## src/rtl/async_fifo_pkg.sv

```systemverilog
// async_fifo_pkg
//   Shared constants for the async_fifo block: default word width, default
//   address width, and the pointer-width helper (address width plus one wrap
//   bit). Imported by async_fifo and async_fifo_mem.
package async_fifo_pkg;

  localparam int DEF_DATA_WIDTH = 16;
  localparam int DEF_ADDR_WIDTH = 5;
  localparam int DEF_PTR_WIDTH  = DEF_ADDR_WIDTH + 1;

  // Pointers carry one extra MSB so full and empty can be told apart when
  // the low address bits match.
  function automatic int ptr_width(input int aw);
    return aw + 1;
  endfunction

endpackage

```

## src/rtl/async_fifo_mem.sv

```systemverilog
// async_fifo_mem
//   Simple dual-port RAM: one write port, one synchronous read port with a
//   registered output. The array itself is never reset; only the read
//   register clears on rst.
// Ports:
//   clk, rst         clock, async active-high reset (read register only)
//   we, waddr, wdata write port
//   re, raddr        read request/address; rdata updates on the next edge
//   rdata            registered read word, holds when re is low
module async_fifo_mem
  import async_fifo_pkg::*;
#(
  parameter int DATA_WIDTH = DEF_DATA_WIDTH,
  parameter int ADDR_WIDTH = DEF_ADDR_WIDTH
) (
  input  logic                  clk,
  input  logic                  rst,
  input  logic                  we,
  input  logic [ADDR_WIDTH-1:0] waddr,
  input  logic [DATA_WIDTH-1:0] wdata,
  input  logic                  re,
  input  logic [ADDR_WIDTH-1:0] raddr,
  output logic [DATA_WIDTH-1:0] rdata
);

  localparam int DEPTH = 1 << ADDR_WIDTH;

  logic [DATA_WIDTH-1:0] mem [0:DEPTH-1];

  always_ff @(posedge clk) begin
    if (we) mem[waddr] <= wdata;
  end

  // The controller never reads and writes the same slot on one edge:
  // a write targets wr_ptr, a read targets rd_ptr, and they only alias
  // when empty (no read) or full (no write).
  always_ff @(posedge clk or posedge rst) begin
    if (rst)     rdata <= '0;
    else if (re) rdata <= mem[raddr];
  end

endmodule

```

## src/rtl/async_fifo.sv

```systemverilog
// async_fifo
//   Single-clock FIFO, 2^ADDR_WIDTH words of DATA_WIDTH bits, with a
//   registered read port and full/almost_full/empty/almost_empty status.
//   Strict first-in-first-out order across pointer wrap.
// Ports:
//   clk, rst                  clock; asynchronous active-high reset
//   wr_data, wr_en            write word / request (dropped while full)
//   full, almost_full         occupancy == DEPTH / >= DEPTH - AF_MARGIN
//   rd_en                     read request (dropped while empty)
//   rd_data, rd_valid         registered word, valid the cycle after rd_en
//   empty, almost_empty       occupancy == 0 / <= AE_MARGIN
//   overflow, underflow       sticky error flags, present only when
//                             ASYNC_FIFO_ERR_FLAGS_EN is defined
module async_fifo
  import async_fifo_pkg::*;
#(
  parameter int DATA_WIDTH = DEF_DATA_WIDTH,
  parameter int ADDR_WIDTH = DEF_ADDR_WIDTH,
  parameter int AF_MARGIN  = 1,
  parameter int AE_MARGIN  = 1
) (
  input  logic                  clk,
  input  logic                  rst,
  input  logic [DATA_WIDTH-1:0] wr_data,
  input  logic                  wr_en,
  output logic                  full,
  output logic                  almost_full,
  input  logic                  rd_en,
  output logic [DATA_WIDTH-1:0] rd_data,
  output logic                  rd_valid,
  output logic                  empty,
  output logic                  almost_empty
`ifdef ASYNC_FIFO_ERR_FLAGS_EN
  ,
  output logic                  overflow,
  output logic                  underflow
`endif
);

  localparam int DEPTH = 1 << ADDR_WIDTH;
  localparam int PTR_W = ptr_width(ADDR_WIDTH);
  localparam logic [PTR_W-1:0] AF_THR = PTR_W'(DEPTH - AF_MARGIN);
  localparam logic [PTR_W-1:0] AE_THR = PTR_W'(AE_MARGIN);

  logic [PTR_W-1:0] wr_ptr, rd_ptr, occ;
  logic             wr_acc, rd_acc;

  // Flags decode from the registered pointers only, so they move one
  // cycle after an accepted transfer.
  assign occ          = wr_ptr - rd_ptr;
  assign empty        = (wr_ptr == rd_ptr);
  assign full         = (wr_ptr[ADDR_WIDTH-1:0] == rd_ptr[ADDR_WIDTH-1:0]) &&
                        (wr_ptr[PTR_W-1] != rd_ptr[PTR_W-1]);
  assign almost_full  = (occ >= AF_THR);
  assign almost_empty = (occ <= AE_THR);

  // Both requests qualify against the pre-edge flags: at empty only the
  // write lands, at full only the read lands.
  assign wr_acc = wr_en && !full;
  assign rd_acc = rd_en && !empty;

  always_ff @(posedge clk or posedge rst) begin
    if (rst) begin
      wr_ptr   <= '0;
      rd_ptr   <= '0;
      rd_valid <= 1'b0;
    end else begin
      if (wr_acc) wr_ptr <= wr_ptr + 1'b1;
      if (rd_acc) rd_ptr <= rd_ptr + 1'b1;
      rd_valid <= rd_acc;
    end
  end

`ifdef ASYNC_FIFO_ERR_FLAGS_EN
  always_ff @(posedge clk or posedge rst) begin
    if (rst) begin
      overflow  <= 1'b0;
      underflow <= 1'b0;
    end else begin
      if (wr_en && full)  overflow  <= 1'b1;
      if (rd_en && empty) underflow <= 1'b1;
    end
  end
`endif

  async_fifo_mem #(
    .DATA_WIDTH (DATA_WIDTH),
    .ADDR_WIDTH (ADDR_WIDTH)
  ) u_mem (
    .clk   (clk),
    .rst   (rst),
    .we    (wr_acc),
    .waddr (wr_ptr[ADDR_WIDTH-1:0]),
    .wdata (wr_data),
    .re    (rd_acc),
    .raddr (rd_ptr[ADDR_WIDTH-1:0]),
    .rdata (rd_data)
  );

endmodule

```

## config.mk

```make
export PLATFORM = sky130hd
export DESIGN_NAME = async_fifo
export DESIGN_NICKNAME = d
export VERILOG_FILES = /design/src/rtl/async_fifo_pkg.sv /design/src/rtl/async_fifo_mem.sv /design/src/rtl/async_fifo.sv
export SDC_FILE = /design/constraint.sdc
export NUM_CORES = 1
export LEC_CHECK = 0
export ABC_AREA = 0
export BUFFER_PORTS_ARGS = -buffer_cell sky130_fd_sc_hd__buf_2
export CAP_MARGIN = 10
export CORE_AREA = 2 2 190 192
export DETAILED_ROUTE_END_ITERATION = 10
export DIE_AREA = 0 0 192 194
export PLACE_DENSITY = 0.78
export SYNTH_ARGS = -nofsm -noshare
export SYNTH_HDL_FRONTEND = slang
export SYNTH_HIERARCHICAL = 1
export SYNTH_SLANG_ARGS = --single-unit
```

## constraint.sdc

```tcl
create_clock -name clk -period 4.36 [get_ports clk]
set_input_delay 1.09 -clock clk [delete_from_list [all_inputs] [get_ports clk]]
set_output_delay 1.09 -clock clk [all_outputs]
set_load 0.02 [all_outputs]
```

## Yosys cells after proc, flatten, opt, wreduce, memory -nomap -nowiden

Memory sizes are Yosys's and may differ from the RTL's. A register that Yosys moved wholly into a read port is not among the register bits.
Index checks and enable logic that the tools add are counted.

| storage, ports and cells | value |
|---|---|
| memories kept | 1 |
| RAM bits | 512 |
| register bits | 13 |
| word-level logic and storage cells | 19 |

Memories:

| name | depth | bits a word | read ports | clocked after Yosys merged registers in | wr ports | RTL line | RTL |
|---|---|---|---|---|---|---|---|
| u_mem.mem | 32 | 16 | 1 | 1 | 1 | async_fifo_mem.sv:28 | `logic [DATA_WIDTH-1:0] mem [0:DEPTH-1];` |

| cells by class | value |
|---|---|
| mux-type cells | 2 |
| reduce and logical (&&, ||, !) cells | 5 |
| add/subtract/negate cells | 3 |
| eq/ne operators | 3 |
| magnitude comparators | 2 |

Operators with widths:

| cell | count |
|---|---|
| adder 6 x 1 -> 6 bit (second input constant) | 2 |
| == test 6 bit | 1 |
| greater-or-equal comparator 6 x 5 -> 1 bit (second input constant) | 1 |
| <= comparator 6 x 1 -> 1 bit (second input constant) | 1 |
| subtractor 6 bit | 1 |
| == test 5 bit | 1 |
| logical AND 1 bit | 3 |
| logical NOT 1 bit | 2 |
| two-way mux 1 bit | 2 |
| inequality test 1 bit | 1 |

## Depth between registers and ports, before layout

Gate-level depths: netlist of the first run.

| depth | value |
|---|---|
| word-level depth | 6 |
| gate-level depth with buffers | 9 |

## Cells and area by module

The synthesis of the first run kept the hierarchy.

Modules (own cells, without submodules):

| module | times used | area each (um^2) | cells each |
|---|---|---|---|
| async_fifo_mem | 1 | 20,616.0 | 1,128 |
| async_fifo | 1 | 864.6 | 86 |

## Least setup slack after synthesis of the first run

No wires, ideal clock.

| timing | value |
|---|---|
| kind | register to register |
| start | register wr_ptr[2] |
| end | memory u_mem/mem[28][0] in the netlist's numbering (enable) |
| arrival | 2.667 ns |
| period minus slack after synthesis | 3.056 ns |
| stages on the path, launching flop included | 9 |
| setup slack | 1.304 ns |
| path buffers | 1 |
| path through | dfrtp_1 > ha_1 > and4_1 > nand3_2 > nand2_4 > inv_4 > or3b_2 > clkbuf_1 > nor2_1 |

| between the ends | value |
|---|---|
| word-level cells in the longest chain between the ends | 6 |

RTL lines:

| item | RTL line | RTL |
|---|---|---|
| start: declaration | async_fifo.sv:45 | `logic [PTR_W-1:0] wr_ptr, rd_ptr, occ;` |
| start signal: assignment | async_fifo.sv:68 | `if (wr_acc) wr_ptr <= wr_ptr + 1'b1;` |
| == test 5 bit | async_fifo.sv:52 | `assign full = (wr_ptr[ADDR_WIDTH-1:0] == rd_ptr[ADDR_WIDTH-1:0]) &&` |
| logical AND 1 bit | async_fifo.sv:52 |  |
| logical NOT 1 bit | async_fifo.sv:59 | `assign wr_acc = wr_en && !full;` |
| logical AND 1 bit | async_fifo.sv:59 |  |
| named net wr_acc | async_fifo.sv:46 | `logic wr_acc, rd_acc;` |
| two-way mux 1 bit | async_fifo_mem.sv:31 | `if (we) mem[waddr] <= wdata;` |
| two-way mux 1 bit (implied by the code) | async_fifo_mem.sv:31 |  |
| end: declaration | async_fifo_mem.sv:28 |  |

The timed path passes the listed nets, and every way through them passes these cells.

## Worst setup path after layout of the first run

| timing | value |
|---|---|
| start | register wr_ptr[0] |
| end | output almost_empty |

| between the ends | value |
|---|---|
| word-level cells in the longest chain between the ends | 2 |

RTL lines:

| item | RTL line | RTL |
|---|---|---|
| subtractor 6 bit | async_fifo.sv:50 | `assign occ = wr_ptr - rd_ptr;` |
| <= comparator 6 x 1 -> 1 bit | async_fifo.sv:55 | `assign almost_empty = (occ <= AE_THR);` |
| end: declaration | async_fifo.sv:32 | `output logic almost_empty` |

Every way passes these cells.

==> impl_metrics.env, run 1 <==
export IMPL_synth_top_family_by_area="multiplexers"
export IMPL_syn_nets=1242
export IMPL_post_cts_buffers=0
export IMPL_numPortBuffers=40
export IMPL_hold_class="reg2reg"
export IMPL_final_common_cell="edfxtp_1"
export IMPL_final_max_slew_violation_count=0
export IMPL_tightest_slew_ps=1200
export IMPL_fin_tns_setup_ps=0
export IMPL_synthCells=1214
export IMPL_setup_worst_path_start="wr_ptr[0]$_DFFE_PP0P_"
export IMPL_grt_pass1_vias=11317
export IMPL_avgSynthCellArea_um2=17.7
export IMPL_max_vdd_ir_drop_uv=893
export IMPL_slowest_delay_ps=440
export IMPL_finalNetCount=1314
export IMPL_holdWs_ps=504
export IMPL_final_cells=1785
export IMPL_synth_simple_gate_area_frac=0.0253
export IMPL_drc=0
export IMPL_power_internal_w=0.0102
export IMPL_synth_compound_area_share=0.0624
export IMPL_grt_antenna_before_repair=1
export IMPL_regArea_mm2=0.0161
export IMPL_numCtsBuffers=52
export IMPL_syn_area_mm2=0.0215
export IMPL_pwr_share_comb=0.311
export IMPL_globalplace_congestion=0.883
export IMPL_slowest_stage="dfrtp_1"
export IMPL_yosys_warnings=6
export IMPL_drive_above_1_share=0.150
export IMPL_fmax_mhz=266
export IMPL_worstPathCellList="inv_1 -> ha_1 -> inv_1 -> fa_1 -> a21o_1 -> a21oi_1 -> xnor2_1 -> nor4_1 -> and2_1 -> buf_2"
export IMPL_dpl_cell_count=1693
export IMPL_maxSlewHeadroom=0.200
export IMPL_reg2reg_depth=9
export IMPL_crit_arrival_ps=2670
export IMPL_synth_xor_area_frac=0.00647
export IMPL_hold_depth=1
export IMPL_r2r_end="u_mem/mem[0][6]$_DFFE_PP_"
export IMPL_hp_start="u_mem/rdata[7]$_DFFE_PP0P_"
export IMPL_routed_wl_um=46900
export IMPL_cp_num_buf_inv=3
export IMPL_r2r_start="rd_ptr[2]$_DFFE_PP0P_"
export IMPL_fin_crit_ps=3760
export IMPL_crit_top_cell="inv_1"
export IMPL_gr_usage_all_layers=0.254
export IMPL_clock_sink_count=541
export IMPL_finalPower_w=0.0152
export IMPL_synth_edf_count=512
export IMPL_critical_path_peak_fanout=7
export IMPL_outcome="finished clean"
export IMPL_ys_seq_area_frac=0.750
export IMPL_root_buffer="clkbuf_16"
export IMPL_fin_crit_sh=0.863
export IMPL_ant_nets=0
export IMPL_via_per_inst=6.40
export IMPL_pwr_share_seq=0.421
export IMPL_grt_overflow_total=0
export IMPL_postCtsHoldBufs=0
export IMPL_p_switching_w=0.00500
export IMPL_hold_end="u_mem/rdata[7]$_DFFE_PP0P_"
export IMPL_h_tree_depth=2
export IMPL_clk_pin_slew_worst_paths_ps=60
export IMPL_avgRoutedWirePerCell_um=26.3
export IMPL_synthMuxAreaShare=0.128
export IMPL_critPathTopFamily="adder cells"
export IMPL_cp_start_kind="register"
export IMPL_total_leakage_power_nw=8.33
export IMPL_rsz0062_at_grt="no"
export IMPL_die_y_um=194
export IMPL_start_util=0.610
export IMPL_vias=11424
export IMPL_io_pins=41
export IMPL_async_reset_ff_frac=0.0536
export IMPL_skew_ps=22.5
export IMPL_power_switching_share=0.329
export IMPL_area_growth_pct=10.7
export IMPL_synth_adder_area_share=0.00501
export IMPL_rows=69
export IMPL_hold_viol_final=0
export IMPL_die_x_um=192
export IMPL_drt_first_iter_violations=1298
export IMPL_power_density_mw_per_mm2=638
export IMPL_drt_first_pass_iters=5
export IMPL_critical_path_class="reg2out"
export IMPL_end_kind="output port"
export IMPL_drv_cap=0
export IMPL_grt_max_degree=142
export IMPL_r2r_slack_ps=1140
export IMPL_setup_viol=0
export IMPL_worst_skew_pair_late_latency_ps=580
export IMPL_die_area_mm2=0.0372
export IMPL_required_ps=3270
export IMPL_multi_input_area_mm2=0.00492
export IMPL_post_dp_hpwl_um=26700
export IMPL_finish_utilization=0.675
export IMPL_cts_buffer_depth=3
export IMPL_final_cell_mix="edfxtp_1, mux2i_1, a22oi_1, a21oi_1, clkbuf_16"
export IMPL_fillerInstances=2330
export IMPL_ys_types=44
export IMPL_fp_coreArea_mm2=0.0352
export IMPL_cts_tree="done"
export IMPL_clkPwrFrac=0.268
export IMPL_ctsResizeCount=0
export IMPL_grt_pass1_wl_um=69000
export IMPL_ys_ff_latch=541
export IMPL_synth_top_flop_cell="edfxtp_1"
[synthesized netlist by cell type (9+ instances only)]
| cell type | number | area [um2] |
|---|---|---|
| edfxtp_1 | 512 | 15400 |
| mux2i_1 | 256 | 2560 |
| buf_1 | 13 | 48.8 |
| nor4_1 | 18 | 113 |
| buf_2 | 10 | 50.1 |
| xnor2_1 | 9 | 78.8 |
| a21oi_1 | 67 | 335 |
| dfrtp_1 | 29 | 726 |
| buf_6 | 22 | 248 |
| inv_1 | 11 | 41.3 |
| mux2_2 | 16 | 180 |
| nor2_1 | 38 | 143 |
| nand2_1 | 10 | 37.5 |
| clkbuf_1 | 13 | 48.8 |
| a22oi_1 | 128 | 961 |
[how the worst max path moves through the flow]
stage | cells past startpoint | slack, ps | end
3_5_place_dp | 9 | 1210 | u_mem/mem[0][14]$_DFFE_PP_
6_report | 10 | 600 | almost_empty
3_3_place_gp | 10 | 1220 | almost_empty
4_1_cts | 10 | 590 | almost_empty
5_1_grt | 10 | 380 | almost_empty
2_1_floorplan | 8 | 1300 | u_mem/mem[28][0]$_DFFE_PP_
[cells by family (layout without fill, tap and decap cells)]
logic type      after synthesis  after routing
simple gates                 98             98
other cells                   0              1
fa+ha+maj                     8              8
mux                         272            272
flops                       541            541
buf+inv                      78            187
compound gates              202            202
xor+xnor                     15             15
[sequential cells by signal (all words and copies together) (netlist names)]
register	flops
u_mem/mem	512
wr_ptr	6
rd_ptr	6
u_mem/rdata	16
rd_valid	1
[power groups by stage]
stage               combinational [W]  clock [W]  sequential [W]
finish                        0.00472    0.00407         0.00639
global route                  0.00499    0.00429         0.00643
CTS                           0.00467    0.00410         0.00639
detailed placement            0.00463          0         0.00650
global placement              0.00455          0         0.00647
floorplan                     0.00338          0         0.00650
[routing by layer]
metal	vias to the layer above	share of wire	wire, um	global-route usage
met1	5797	0.38	18100	0.353
met4	0	0.030	1430	0.0868
met3	90	0.092	4340	0.0478
met5	-	0	0	0
li1	4969	-	-	-
met2	568	0.49	23100	0.410
[worst reg2reg max path, stage by stage (launching register included)]
cell	delay [ps]
dfrtp_1	550
inv_1	80
ha_1	360
and4_1	260
nand3_2	110
nand2_4	70
inv_4	90
or3b_2	590
nor2_1	490
buf_4	310
[through the flow]
| step | worst slack (ps) | area, um2 |
|---|---|---|
| 2_1_floorplan | 1300 | 21500 |
| 6_report | 595 | 23800 |
| 5_1_grt | 385 | 23800 |
| 3_3_place_gp | 1220 | 22200 |
| 3_5_place_dp | 1210 | 22200 |
| 4_1_cts | 587 | 23800 |
[area by class of cell]
cell class / count / share of cell area
sequential: 541 / 0.677
multi-input combinational: 595 / 0.207
clock buffer: 63 / 0.0586
timing repair buffer: 84 / 0.0244
tap: 461 / 0.0243
clock inverter: 28 / 0.00605
inverter: 12 / 0.00200
antenna: 1 / 0.000105
Power figures use the tool's default switching activity.
==> inputs of run 2 (changes only) <==
--- a/config.mk
+++ b/config.mk
@@ -11,6 +11,7 @@
 export CORE_AREA = 2 2 190 192
 export DETAILED_ROUTE_END_ITERATION = 10
 export DIE_AREA = 0 0 192 194
+export MAX_ROUTING_LAYER = met4
 export PLACE_DENSITY = 0.78
 export SYNTH_ARGS = -nofsm -noshare
 export SYNTH_HDL_FRONTEND = slang
==> run 2 against run 1 <==
Clock power hardly changed. Design area stayed put. Sequential power about the same. Power hardly changed.
==> impl_metrics.env, run 2 (synthesis gave the netlist of run 1 again) <==
export IMPL_setup_slack_ps=597
export IMPL_postCtsHoldBufs=0
export IMPL_end_kind="output port"
export IMPL_endpoint="almost_empty"
export IMPL_cp_num_buf_inv=3
export IMPL_r2r_slack_ps=1150
export IMPL_grt_overflow_total=0
export IMPL_fin_crit_ps=3760
export IMPL_final_cells=1785
export IMPL_dpl_cell_count=1693
export IMPL_grt_pass1_vias=11334
export IMPL_die_area_mm2=0.0372
export IMPL_hp_start="u_mem/rdata[7]$_DFFE_PP0P_"
export IMPL_numCtsBuffers=52
export IMPL_avgRoutedWirePerCell_um=26.3
export IMPL_drv_cap=0
export IMPL_crit_top_cell="inv_1"
export IMPL_reg2reg_depth=9
export IMPL_cp_start_kind="register"
export IMPL_area_growth_pct=10.7
export IMPL_grt_antenna_before_repair=1
export IMPL_pre_cts_slack_ps=1210
export IMPL_outcome="finished clean"
export IMPL_final_cell_mix="edfxtp_1, mux2i_1, a22oi_1, a21oi_1, clkbuf_16"
export IMPL_worst_skew_pair_late_latency_ps=580
export IMPL_drc=0
export IMPL_grt_pass1_wl_um=69000
export IMPL_skew_ps=20.6
export IMPL_max_vdd_ir_drop_uv=893
export IMPL_post_cts_buffers=0
export IMPL_fp_coreArea_mm2=0.0352
export IMPL_clk_pin_slew_worst_paths_ps=60
export IMPL_cts_tree="done"
export IMPL_numPortBuffers=40
export IMPL_slowest_stage="dfrtp_1"
export IMPL_drive_above_1_share=0.150
export IMPL_vias=11382
export IMPL_reg_largest_list="u_mem/mem x512, u_mem/rdata x16"
export IMPL_tightest_slew_ps=1250
export IMPL_crit_arrival_ps=2670
export IMPL_r2r_end="u_mem/mem[0][15]$_DFFE_PP_"
export IMPL_rsz0062_at_grt="no"
export IMPL_die_x_um=192
export IMPL_clock_sink_count=541
export IMPL_ant_nets=0
export IMPL_final_max_slew_violation_count=0
export IMPL_critical_path_class="reg2out"
export IMPL_total_leakage_power_nw=8.33
export IMPL_worstPathCellList="inv_1 -> ha_1 -> inv_1 -> fa_1 -> a21o_1 -> a21oi_1 -> xnor2_1 -> nor4_1 -> and2_1 -> buf_2"
export IMPL_r2r_start="rd_ptr[2]$_DFFE_PP0P_"
export IMPL_setup_worst_path_start="wr_ptr[0]$_DFFE_PP0P_"
export IMPL_final_common_cell="edfxtp_1"
export IMPL_power_density_mw_per_mm2=638
export IMPL_die_y_um=194
export IMPL_cts_buffer_depth=3
export IMPL_globalplace_congestion=0.898
export IMPL_maxSlewHeadroom=0.165
export IMPL_required_ps=3270
export IMPL_largest_register="u_mem/mem"
export IMPL_io_pins=41
export IMPL_fillerInstances=2330
export IMPL_setup_viol=0
export IMPL_hold_class="reg2reg"
export IMPL_routed_wl_um=46900
export IMPL_drt_first_pass_iters=5
export IMPL_final_area_mm2=0.0238
export IMPL_fmax_mhz=266
export IMPL_hold_viol_final=0
export IMPL_rows=69
export IMPL_h_tree_depth=2
export IMPL_critical_path_peak_fanout=7
export IMPL_finalNetCount=1314
export IMPL_largest_register_ffs=512
export IMPL_ctsResizeCount=0
export IMPL_cp_num_cells=10
export IMPL_gr_usage_all_layers=0.262
export IMPL_fin_tns_setup_ps=0
export IMPL_start_util=0.610
export IMPL_fin_crit_sh=0.863
export IMPL_post_dp_hpwl_um=26700
export IMPL_grt_max_degree=142
export IMPL_root_buffer="clkbuf_16"
export IMPL_via_per_inst=6.38
export IMPL_place_area_mm2=0.0222
export IMPL_slowest_delay_ps=440
export IMPL_critPathTopFamily="adder cells"
export IMPL_drt_first_iter_violations=1274
run 2: cell counts in the layout (fill, tap and decap cells not counted):
No cell type changed its count.
run 2: area by class of cell:
type	count	area (um2)	area share
antenna	1	2.50	0.000105
clock buffer	63	1390	0.0586
clock inverter	28	144	0.00605
inverter	12	47.5	0.00200
multi-input combinational	595	4920	0.207
sequential	541	16100	0.677
tap	461	577	0.0243
timing repair buffer	84	581	0.0244
run 2: metal layers:
metal,routed length [um],global-route usage
met1,18200,0.350
met2,23000,0.412
met3,4180,0.0474
met4,1450,0.0868
met5,0,-
run 2: per-stage QoR:
stage | hold WS (ps) | total power (W) | util
after floorplan | 510 | 0.00988 | -
after global placement | 488 | 0.0110 | 0.631
after detailed placement | 494 | 0.0111 | 0.631
after CTS | 509 | 0.0152 | 0.675
after global routing | 524 | 0.0157 | 0.675
final | 508 | 0.0152 | 0.675
run 2: worst min path at each step:
stage                     slack [ps]  cells after the start                     endpoint
final                            510                      1   u_mem/rdata[7]$_DFFE_PP0P_
after global routing             520                      1  u_mem/rdata[10]$_DFFE_PP0P_
after CTS                        510                      1   u_mem/rdata[7]$_DFFE_PP0P_
after detailed placement         490                      1   u_mem/rdata[8]$_DFFE_PP0P_
after global placement           490                      1  u_mem/rdata[10]$_DFFE_PP0P_
after floorplan                  510                      1        rd_ptr[4]$_DFFE_PP0P_
run 2: where the power goes:
group | switching [W] | leakage [nW] | total (W) | internal (W)
sequential | 0.000250 | 4.95 | 0.00639 | 0.00614
combinational | 0.00293 | 2.63 | 0.00472 | 0.00179
clock | 0.00181 | 0.751 | 0.00406 | 0.00226
total | 0.00499 | 8.33 | 0.0152 | 0.0102
